$ cat config.mk
export PLATFORM = sky130hd
export DESIGN_NAME = multiplex_ram_rd_sched
export DESIGN_NICKNAME = d
export VERILOG_FILES = /design/src/rtl/multiplex_ram_pkg.sv /design/src/rtl/bsg_fifo_1r1w_small.sv /design/src/rtl/multiplex_ram_rd_sched.sv
export SDC_FILE = /design/constraint.sdc
export NUM_CORES = 1
export LEC_CHECK = 0
export BUFFER_PORTS_ARGS = -buffer_cell sky130_fd_sc_hd__buf_2
export CORE_ASPECT_RATIO = 1.25
export CORE_MARGIN = 2
export CORE_UTILIZATION = 30
export CTS_CLUSTER_DIAMETER = 80
export DETAILED_ROUTE_END_ITERATION = 7
export PLACE_DENSITY_LB_ADDON = 0.3
export SLEW_MARGIN = 10
export SYNTH_ARGS = -nofsm -noshare
export SYNTH_HDL_FRONTEND = slang
export SYNTH_SLANG_ARGS = --single-unit
$ cat constraint.sdc
create_clock -name mem_clk -period 3.41 [get_ports mem_clk]
set_input_delay 0.341 -clock mem_clk [delete_from_list [all_inputs] [get_ports mem_clk]]
set_output_delay 0.341 -clock mem_clk [all_outputs]
set_load 0.01 [all_outputs]
$ cat src/rtl/multiplex_ram_pkg.sv
// Shared slot encoding and timing constants for the time-multiplexed single-port RAM
// and the schedulers that drive it.
package multiplex_ram_pkg;

    typedef enum logic {
        READ  = 1'b0,
        WRITE = 1'b1
    } slot_e;

    // Cycles from a READ-slot address to registered read data on the RAM output.
    localparam int ram_rd_lat_lp = 2;

    function automatic int safe_clog2(input int n);
        return (n <= 1) ? 1 : $clog2(n);
    endfunction

endpackage

$ cat src/rtl/bsg_fifo_1r1w_small.sv
// Small one-read/one-write FIFO with first-word-fall-through output and an occupancy count,
// so the producer can do its own credit accounting.
module bsg_fifo_1r1w_small
    import multiplex_ram_pkg::*;
#(
    parameter int width_p = 8,
    parameter int els_p = 4,
    localparam int ptr_width_lp = safe_clog2(els_p),
    localparam int count_width_lp = safe_clog2(els_p + 1)
) (
    input  logic                      clk_i,
    input  logic                      reset_i,
    input  logic                      v_i,
    input  logic [width_p-1:0]        data_i,
    output logic                      v_o,
    output logic [width_p-1:0]        data_o,
    input  logic                      yumi_i,
    output logic [count_width_lp-1:0] count_o
);

    localparam logic [ptr_width_lp-1:0] last_ptr_lp = ptr_width_lp'(els_p - 1);

    logic [width_p-1:0]        mem_r [els_p];
    logic [ptr_width_lp-1:0]   rd_ptr_r;
    logic [ptr_width_lp-1:0]   wr_ptr_r;
    logic [count_width_lp-1:0] count_r;

    function automatic logic [ptr_width_lp-1:0] ptr_inc(input logic [ptr_width_lp-1:0] p);
        return (p == last_ptr_lp) ? {ptr_width_lp{1'b0}} : p + ptr_width_lp'(1'b1);
    endfunction

    assign v_o     = (count_r != {count_width_lp{1'b0}});
    assign data_o  = mem_r[rd_ptr_r];
    assign count_o = count_r;

    // Pointer and occupancy tracking; a push and pop together leave the count unchanged.
    always_ff @(posedge clk_i) begin
        if (reset_i) begin
            rd_ptr_r <= {ptr_width_lp{1'b0}};
            wr_ptr_r <= {ptr_width_lp{1'b0}};
            count_r  <= {count_width_lp{1'b0}};
        end else begin
            if (v_i) begin
                wr_ptr_r <= ptr_inc(wr_ptr_r);
            end
            if (yumi_i) begin
                rd_ptr_r <= ptr_inc(rd_ptr_r);
            end
            case ({v_i, yumi_i})
                2'b10:   count_r <= count_r + count_width_lp'(1'b1);
                2'b01:   count_r <= count_r - count_width_lp'(1'b1);
                default: count_r <= count_r;
            endcase
        end
    end

    // Storage needs no reset: only entries covered by count_r are ever presented.
    always_ff @(posedge clk_i) begin
        if (v_i) begin
            mem_r[wr_ptr_r] <= data_i;
        end
    end

endmodule

$ cat src/rtl/multiplex_ram_rd_sched.sv
// Read-side scheduler for the time-multiplexed RAM: launches tagged reads in READ slots,
// follows them through the RAM read latency and returns data through a credit-checked FIFO.
module multiplex_ram_rd_sched
    import multiplex_ram_pkg::*;
#(
    parameter int width_p = 16,
    parameter int els_p = 32,
    parameter int tag_width_p = 8,
    parameter int fifo_els_p = 4,
    localparam int addr_width_lp = safe_clog2(els_p)
) (
    input  logic                     mem_clk,
    input  logic                     mem_rst,
    input  logic                     req_val_i,
    input  logic [addr_width_lp-1:0] req_addr_i,
    input  logic [tag_width_p-1:0]   req_tag_i,
    output logic                     req_rdy_o,
    output logic                     ram_r_v_o,
    output logic [addr_width_lp-1:0] ram_r_addr_o,
    input  logic [width_p-1:0]       ram_r_data_i,
    output logic                     resp_val_o,
    output logic [width_p-1:0]       resp_data_o,
    output logic [tag_width_p-1:0]   resp_tag_o,
    input  logic                     resp_rdy_i
);

    localparam int count_width_lp = safe_clog2(fifo_els_p + 1);
    localparam int credit_width_lp = count_width_lp + 1;
    localparam logic [credit_width_lp-1:0] fifo_els_lp = credit_width_lp'(fifo_els_p);

    slot_e                          phase_r;
    logic [1:0]                     inflight_r;
    logic                           pipe_v_r   [ram_rd_lat_lp];
    logic [tag_width_p-1:0]         pipe_tag_r [ram_rd_lat_lp];
    logic [count_width_lp-1:0]      fifo_count_s;
    logic [credit_width_lp-1:0]     occupancy_s;
    logic                           credit_s;
    logic                           issue_s;
    logic                           capture_s;
    logic                           pop_s;
    logic [width_p+tag_width_p-1:0] fifo_data_s;

    // Slot mirror: stays aligned with the RAM only because both leave the same reset together.
    always_ff @(posedge mem_clk) begin
        if (mem_rst) begin
            phase_r <= READ;
        end else begin
            phase_r <= (phase_r == READ) ? WRITE : READ;
        end
    end

    // Reads still in the RAM pipeline already own a FIFO slot, so no capture can overflow.
    assign occupancy_s  = credit_width_lp'(fifo_count_s) + credit_width_lp'(inflight_r);
    assign credit_s     = (occupancy_s < fifo_els_lp);
    assign req_rdy_o    = (phase_r == READ) & credit_s & ~mem_rst;
    assign issue_s      = req_val_i & req_rdy_o;
    assign ram_r_v_o    = issue_s;
    assign ram_r_addr_o = req_addr_i;
    assign capture_s    = pipe_v_r[ram_rd_lat_lp-1];
    assign pop_s        = resp_val_o & resp_rdy_i;

    // Tag pipeline matching the RAM read latency.
    always_ff @(posedge mem_clk) begin
        if (mem_rst) begin
            for (int i = 0; i < ram_rd_lat_lp; i++) begin
                pipe_v_r[i]   <= 1'b0;
                pipe_tag_r[i] <= {tag_width_p{1'b0}};
            end
        end else begin
            pipe_v_r[0]   <= issue_s;
            pipe_tag_r[0] <= req_tag_i;
            for (int i = 1; i < ram_rd_lat_lp; i++) begin
                pipe_v_r[i]   <= pipe_v_r[i-1];
                pipe_tag_r[i] <= pipe_tag_r[i-1];
            end
        end
    end

    // Count of reads launched but not yet captured.
    always_ff @(posedge mem_clk) begin
        if (mem_rst) begin
            inflight_r <= 2'b00;
        end else begin
            case ({issue_s, capture_s})
                2'b10:   inflight_r <= inflight_r + 2'b01;
                2'b01:   inflight_r <= inflight_r - 2'b01;
                default: inflight_r <= inflight_r;
            endcase
        end
    end

    bsg_fifo_1r1w_small #(
        .width_p (width_p + tag_width_p),
        .els_p   (fifo_els_p)
    ) resp_fifo (
        .clk_i   (mem_clk),
        .reset_i (mem_rst),
        .v_i     (capture_s),
        .data_i  ({ram_r_data_i, pipe_tag_r[ram_rd_lat_lp-1]}),
        .v_o     (resp_val_o),
        .data_o  (fifo_data_s),
        .yumi_i  (pop_s),
        .count_o (fifo_count_s)
    );

    assign resp_data_o = fifo_data_s[width_p+tag_width_p-1:tag_width_p];
    assign resp_tag_o  = fifo_data_s[tag_width_p-1:0];

endmodule
==> reports/qor.csv <==
metric;value;unit
result of the run;complete, no violations;
Synth cell types;26;
Core Box Area;0.0150;mm²
top cell type's share of synthesized area;62.5;%
Post-Syn Area per Cell;19.7;µm²
vias in the first global route;2356;
critical path peak fanout;24;
switching part of the total power;20.6;%
die area;0.0164;mm²
Pins Over Slew Limit;0;
TritonCTS clock tree;built;
# resized after CTS;0;
post-synthesis sequential area ratio;75.5;%
WL final;7870;µm
port bufs;54;
Int Power;0.00316;W
TritonRoute pass-1 iters;4;
global-route wire length before repair;12300;µm
switching pwr;0.000819;W
cell total after placement;461;
Synth area leaders;edfxtp_1 63%, dfxtp_1 13%, mux4_2 12%, ha_1 2.2%, nor2b_1 1.5%;
Final GP Congestion;0.647;
cell taking the most area after synthesis;edfxtp_1;
Peak Freq;0.406;GHz
worst hold path cell count;2;
combinational fraction of design power;6.8;%
post-DP HPWL;4910;µm
power per cell area;696;mW/mm²
CTS H-tree lvls;4;
Synth top cells by count;96 x edfxtp_1, 30 x dfxtp_1, 24 x mux4_2;
total congestion overflow;0;
starting density of the core;30.7;%
clock group share of total power;49.3;%
antenna violations before repair;0;
largest net degree at the start of global routing;29;
Worst R2R Path Depth;7;
fin worst setup slack;0.947;ns
fin cells;493;
hold path start;req_tag_i[0];
Rows;50;
number of synthesized register bits;126;
Total GRT Usage;10.4;%
gr busiest metal;met2;
CTS root buf;clkbuf_16;
sequential share of power;43.8;%
Post-layout nets;340;
# clock sinks;126;
Ant. Diodes;0;
Global Route met1 Usage;11.4;%
clock latency on the worst-skew pair;0.41;ns
clock period minus worst slack;2.46;ns
WHS Endpoint;pipe_tag_r[0][0];
DRC Markers;0;
synthesized area;0.00461;mm²
via count;2182;
Setup crit start kind;flop;
Peak VDD IR;0.273;mV
Area Overhead vs Synth;23.8;%
CTS Buf Count;17;
CTS max path bufs;2;
Post-CTS Hold Buffers;0;
DP Worst Slack;1.08;ns
CTS clk-pin slew, worst paths;0.05;ns
I/O pin cnt;65;
met3 GRT Util;3.61;%
max_cap viols;0;
setup TNS;0;ns
DRT antenna net count;0;
M2 GR Usage;17.5;%
Hold Slack;0.139;ns
ratio of cells with drive above 1 in the final layout;37.0;%
top-count cell post-synth;edfxtp_1;
Die Y;143;µm
leakage power;2.03;nW
RSZ-0062 raised after global routing;false;
post-route cell area;0.00571;mm²
clock skew;0.00782;ns
Placed Area;0.00506;mm²
reg-to-reg slack, setup;1.27;ns
reg-to-reg endpoint;inflight_r[1];
path type of the worst setup path;flop to primary output;
final clock period utilization by the worst path;72.2;%
Horiz. Die Dim;115;µm
post-synth net total;276;
DR vias/cell;4.43;
initial DRC count;107;
WL/cell;16.0;µm
reg-to-reg startpoint;resp_fifo.count_o[1];
Final Hold Viols;0;
critical path required time;3.07;ns
Ys Warns;0;
number of synthesized flops with an enable pin;96;
asr flop ratio synth;0;%
post-synthesis cell count;234;
Setup crit end kind;primary output;
worst rel slew slack;38.7;%
Worst-Margin Slew;0.920;ns
setup violators final;0;
Main synth FF type;edfxtp_1;
number of post-CTS setup repair buffers;0;
critical path arrival;2.12;ns
Hold Crit Class;primary input to flop;
-- flip-flops by register name, indices dropped and copies added, names as in the netlist, named ones only --
name	flops
pipe_v_r	2
resp_fifo.wr_ptr_r	2
pipe_tag_r	16
resp_fifo.count_o	3
phase_r	1
resp_fifo.rd_ptr_r	2
inflight_r	2
resp_fifo.mem_r	96
-- layout by cell type, fill, tap and decap left out, types with 6 or more instances in the layout --
master,count
nor2b_1,11
and2_1,6
ha_1,8
nor2_1,8
and2b_1,6
clkbuf_16,17
edfxtp_1,96
dfxtp_1,29
inv_1,7
buf_2,54
mux4_2,24
-- stage by stage --
step / power (W) / utilization [%]
5_1_grt: 0.00412 / 38.0
6_report: 0.00398 / 38.0
3_5_place_dp: 0.00206 / 33.7
4_1_cts: 0.00403 / 38.0
2_1_floorplan: 0.00196 / -
3_3_place_gp: 0.00205 / 33.7
-- cell type report --
class | instances | area, µm²
multi-input combinational | 87 | 1010
sequential | 126 | 3480
inverter | 7 | 26.3
timing repair buffer | 59 | 308
clock buffer | 19 | 443
fill | 1392 | 9300
tap | 182 | 228
clock inverter | 13 | 210
-- critical path, stage by stage (launching register included) --
cell	delay [ns]
dfxtp_2	0.93
mux4_2	0.61
buf_2	0.16
-- logic make-up after synthesis --
family,share of synthesized area (%)
DFF,75.5
and+or+nand+nor,5.05
muxes,12.2
buffers and inverters,2.52
AOI/OAI and AO/OA,1.38
adders and majority gates,2.60
xor gates and xnor gates,0.760
-- worst max-delay path by stage --
stage,start,endpoint,cells past startpoint
after floorplan,mem_rst,inflight_r[1],7
after global placement,mem_rst,inflight_r[1],7
after detailed placement,mem_rst,inflight_r[1],7
after CTS,flop,resp_tag_o[4],2
after global routing,flop,resp_tag_o[4],2
final,flop,resp_tag_o[7],2
-- metal layers --
metal  share of wire (%)  wire length (µm)
met1                  40              3180
met2                  53              4160
met5                   0                 0
met3                 4.7               368
met4                 1.9               152
-- power by group through the flow --
stage,clock (W),combinational [W],sequential [W]
after floorplan,0,0.000225,0.00173
after global placement,0,0.000271,0.00178
after detailed placement,0,0.000277,0.00178
after CTS,0.00201,0.000278,0.00175
after global routing,0.00207,0.000297,0.00176
final,0.00196,0.000272,0.00174
No activity file was read; power rests on OpenSTA's default activity.
